### src/rtl/grid_scanner.sv
// rtl/grid_scanner.sv - 8x8 grid row scanner with dwell timing, refresh and frame counting
// Optional inter-row blanking cycle enabled by defining SCAN_BLANK_EN.
module grid_scanner #(
    parameter int DWELL = 4
) (
    input  logic        clk,
    input  logic        reset,
    input  logic [63:0] grid_in,
    input  logic        grid_valid,
    output logic        grid_ready,
    input  logic        enable,
    output logic [7:0]  row_sel,
    output logic [7:0]  col_data,
    output logic        frame_done,
    output logic [7:0]  frame_cnt
);

    localparam logic [7:0] DWELL_LAST = 8'(DWELL - 1);

    typedef enum logic [1:0] {
        S_IDLE  = 2'd0,
        S_SCAN  = 2'd1,
`ifdef SCAN_BLANK_EN
        S_BLANK = 2'd2,
`endif
        S_DONE  = 2'd3
    } state_t;

    state_t      state_q, state_d;
    logic [2:0]  row_q, row_d;
    logic [7:0]  dwell_q, dwell_d;
    logic [63:0] held_q, held_d;
    logic        have_q, have_d;
    logic [7:0]  cnt_q, cnt_d;

    always_ff @(posedge clk or negedge reset) begin
        if (!reset) begin
            state_q <= S_IDLE;
            row_q   <= 3'd0;
            dwell_q <= 8'd0;
            held_q  <= 64'd0;
            have_q  <= 1'b0;
            cnt_q   <= 8'd0;
        end else begin
            state_q <= state_d;
            row_q   <= row_d;
            dwell_q <= dwell_d;
            held_q  <= held_d;
            have_q  <= have_d;
            cnt_q   <= cnt_d;
        end
    end

    always_comb begin
        state_d    = state_q;
        row_d      = row_q;
        dwell_d    = dwell_q;
        held_d     = held_q;
        have_d     = have_q;
        cnt_d      = cnt_q;
        grid_ready = 1'b0;
        row_sel    = 8'd0;
        col_data   = 8'd0;
        frame_done = 1'b0;

        case (state_q)
            S_IDLE: begin
                // reset gates grid_ready so it drops the moment reset asserts
                grid_ready = enable & reset;
                if (enable) begin
                    if (grid_valid) begin
                        held_d  = grid_in;
                        have_d  = 1'b1;
                        state_d = S_SCAN;
                        row_d   = 3'd0;
                        dwell_d = 8'd0;
                    end else if (have_q) begin
                        state_d = S_SCAN;
                        row_d   = 3'd0;
                        dwell_d = 8'd0;
                    end
                end
            end

            S_SCAN: begin
                row_sel  = 8'd1 << row_q;
                col_data = held_q[{row_q, 3'b000} +: 8];
                if (dwell_q == DWELL_LAST) begin
                    dwell_d = 8'd0;
                    if (row_q == 3'd7) begin
                        state_d = S_DONE;
                    end else begin
                        row_d = row_q + 3'd1;
`ifdef SCAN_BLANK_EN
                        state_d = S_BLANK;
`endif
                    end
                end else begin
                    dwell_d = dwell_q + 8'd1;
                end
            end

`ifdef SCAN_BLANK_EN
            S_BLANK: begin
                state_d = S_SCAN;
            end
`endif

            S_DONE: begin
                frame_done = 1'b1;
                cnt_d      = cnt_q + 8'd1;
                row_d      = 3'd0;
                state_d    = S_IDLE;
            end

            default: begin
                state_d = S_IDLE;
            end
        endcase
    end

    assign frame_cnt = cnt_q;

endmodule

### config.mk
export PLATFORM = sky130hd
export DESIGN_NAME = grid_scanner
export DESIGN_NICKNAME = d
export VERILOG_FILES = /design/src/rtl/grid_scanner.sv
export SDC_FILE = /design/constraint.sdc
export NUM_CORES = 1
export LEC_CHECK = 0
export BUFFER_PORTS_ARGS = -buffer_cell sky130_fd_sc_hd__buf_4
export CAP_MARGIN = 20
export CORE_UTILIZATION = 47
export DETAILED_ROUTE_END_ITERATION = 8
export PLACE_DENSITY = 0.78
export SYNTH_ARGS = -nofsm -noshare
export SYNTH_HDL_FRONTEND = slang
export SYNTH_SLANG_ARGS = --single-unit
### constraint.sdc
create_clock -name clk -period 2.5 [get_ports clk]
set_clock_uncertainty 0.15 [all_clocks]
set_input_delay 0.5 -clock clk [delete_from_list [all_inputs] [get_ports clk]]
set_output_delay 0.5 -clock clk [all_outputs]
set_load 0.01 [all_outputs]
==> flow_metrics.tcl <==
set metrics [dict create \
    status "complete, no violations" \
    crit_chain "buf_6 > mux4_2 > nand2_1 > a21oi_1 > buf_4" \
    hold_path_class "input port to register" \
    fmax_mhz 405 \
    drtIter0Drc 108 \
    max_slew_margin_pct 62.3 \
    dieArea_mm2 0.00907 \
    synth_area_leader_cell "dfrtp_1" \
    routedWlPerCell_um 16.8 \
    power.density_mw_per_mm2 831 \
    cts-root-buf "clkbuf_8" \
    r2r_cells 3 \
    p_int_w 0.00292 \
    r2r-start "state_q[1]" \
    leakagePower_nw 2.40 \
    ios 94 \
    yosysWarningCount 0 \
    die_y_um 95.2 \
    setup_violations 0 \
    final_common_cell "buf_4" \
    avgSynthCellArea_um2 13.8 \
    worst_setup_path_end_kind "output pin" \
    cts_buffers 9 \
    cts_tree "done" \
    hold_ws_ps 221 \
    p_comb_share_pct 33.6 \
    rrSetupSlack_ps 490 \
    port_buffers 93 \
    cp-start-kind "register" \
    r2r_end "held_q[2]" \
    first_global_vias 2861 \
    whs_path_depth 2 \
    synth.distinct_cells 39 \
    dr.pass1.iters 4 \
    gp_congestion 0.823 \
    cp-startpoint "row_q[0]" \
    cts.sinks 86 \
    clock_power_share_pct 23.4 \
    critPathMaxFanout 9 \
    timing.final.crit_share_pct 98.7 \
    insertion_delay_ps 340 \
    period_needed_ps 2470 \
    synthTopCellsByArea "dfrtp_1 (53%), mux2_2 (18%), mux4_2 (8.8%)" \
    htree_levels 3 \
    p_total_w 0.00425 \
    cp.required_ps 1850 \
    yosysSeqAreaShare_pct 52.7 \
    fillers 639 \
    arrival_ps 1820 \
    vias 2691 \
    grt.overflow.total 0 \
    power_frac_seq_pct 43.0 \
    cp_top_family "multiplexers" \
    synth_fp_nets 372 \
    postRouteAntennaNets 0 \
    cp_slowest_stage_delay_ps 520 \
    synth-edff-count 0 \
    critical_path_class "register to output pin" \
    drcViolationCount 0 \
    ys.flop_type "dfrtp_1" \
    cts_buffer_depth 2 \
    rows 33 \
    netlist_area_mm2 0.00409 \
    cap_violations 0 \
    mostFrequentLayoutCells "buf_4 (97), dfrtp_1 (86), mux2_2 (65)" \
    power.switching_w 0.00133 \
    synth_top_area_share_pct 52.7 \
    slew_viol_final 0 \
    cts.clk_slew.worst_paths_ps 90 \
    cp_slowest_cell "mux4_2" \
    p_sw_share_pct 31.2 \
    coreArea_mm2 0.00830 \
    hpwlAfterDp_um 6140 \
    antenna_found_initial 0 \
    hold-path-endpoint "held_q[19]" \
    drive_gt1_share_pct 51.5 \
    finalHoldViolations 0 \
    grt_pass1_wl_um 13700 \
    grt_max_degree 87 \
    netlist_instances 296 \
    area_delta_synth_final_pct 25.1 \
    async_flop_share_pct 100 \
    worstHoldStart "grid_in[19]" \
    nets 469 \
    synth_seq_cells 86 \
    rsz0062_at_grt "true" \
    ir_drop_v 0.000496 \
    antenna-diode-count 0 \
    cp.buffers_inverters 2 \
    viasPerCell 5.35 \
    tightest_slew_ps 565 \
    die_x_um 95.2 \
    start_util_pct 49.2 \
    grt_usage_pct 20.4 \
    drt-total-wl_um 8440 \
]
[sequential cells by signal, summed over array words and instances (netlist names)]
signal	cells
dwell_q	8
frame_cnt	8
have_q	1
held_q	64
row_q	3
state_q	2
[Yosys cell counts, types with 5 or more instances]
| master | n |
|---|---|
| mux2_2 | 65 |
| nand2_1 | 30 |
| o21ai_0 | 7 |
| inv_1 | 5 |
| buf_6 | 7 |
| ha_1 | 8 |
| dfrtp_1 | 86 |
| nor2_1 | 5 |
| mux4_2 | 16 |
| a21oi_1 | 10 |
| xnor2_1 | 7 |
| and3_1 | 9 |
[worst max path at each step]
stage	endpoint	slack (ps)	depth (start not counted)
5_1_grt	col_data[0]	-50	5
4_1_cts	col_data[0]	5	5
6_report	col_data[0]	30	5
3_5_place_dp	col_data[0]	380	5
3_3_place_gp	col_data[0]	420	5
2_1_floorplan	col_data[0]	460	5
[layout make-up]
cell class,instances,area (µm²),share of cell area [%]
Multi-Input combinational cell,189,1800,35.1
Timing Repair Buffer,102,808,15.8
Sequential cell,86,2150,42.1
Inverter,5,18.8,0.367
Tap cell,105,131,2.57
Clock inverter,6,68.8,1.35
Clock buffer,10,138,2.69
[stage by stage]
stage | instances | setup slack (ps) | utilization (%) | area, µm² | TNS, ps
floorplan | 296 | 458 | - | 4090 | 0
global placement | 485 | 421 | 58.6 | 4860 | 0
detailed placement | 485 | 381 | 58.6 | 4860 | 0
CTS | 501 | 5.31 | 61.1 | 5070 | 0
global route | 503 | -51.4 | 61.6 | 5110 | -250
finish | 503 | 32.4 | 61.6 | 5110 | 0
[timing repair]
action                     in CTS  in global routing
hold endpoints to repair        0                 16
setup endpoints to repair       1                  8
gates resized for setup         2                  0
buffers inserted                0                  0
pin swaps                       0                  0
hold buffers                    0                  1
[worst register-to-register path, cell delays in order, from the launching register on]
cell and delay, ps:
dfrtp_1 460, and4bb_4 610, buf_12 290, mux2_2 400
[per-layer routing]
layer / vias up / GRT usage [%] / routed length [µm]
li1: 1259 / - / -
met1: 1332 / 25.3 / 3440
met2: 90 / 33.9 / 4300
met3: 10 / 6.94 / 585
met4: 0 / 5.43 / 123
met5: - / 0 / 0
[power groups by stage]
stage          logic, W  registers, W  clock network [W]
6_report        0.00143       0.00183           0.000996
5_1_grt         0.00158       0.00186            0.00108
4_1_cts         0.00144       0.00183            0.00102
3_5_place_dp    0.00143       0.00185                  0
3_3_place_gp    0.00138       0.00184                  0
2_1_floorplan  0.000947       0.00178                  0
[kinds of logic (layout without fill, tap and decap cells)]
| group | after synthesis | after routing | share of synthesized area, % |
|---|---|---|---|
| XOR/XNOR | 9 | 9 | 1.93 |
| adder cells (fa/ha/maj) | 8 | 8 | 2.45 |
| multiplexers | 81 | 81 | 26.7 |
| flip-flops | 86 | 86 | 52.7 |
| AND/OR/NAND/NOR | 63 | 63 | 8.42 |
| AO/OA/AOI/OAI | 28 | 28 | 4.32 |
| buffers and inverters | 21 | 123 | 3.49 |
Power figures use the tool's default switching activity.
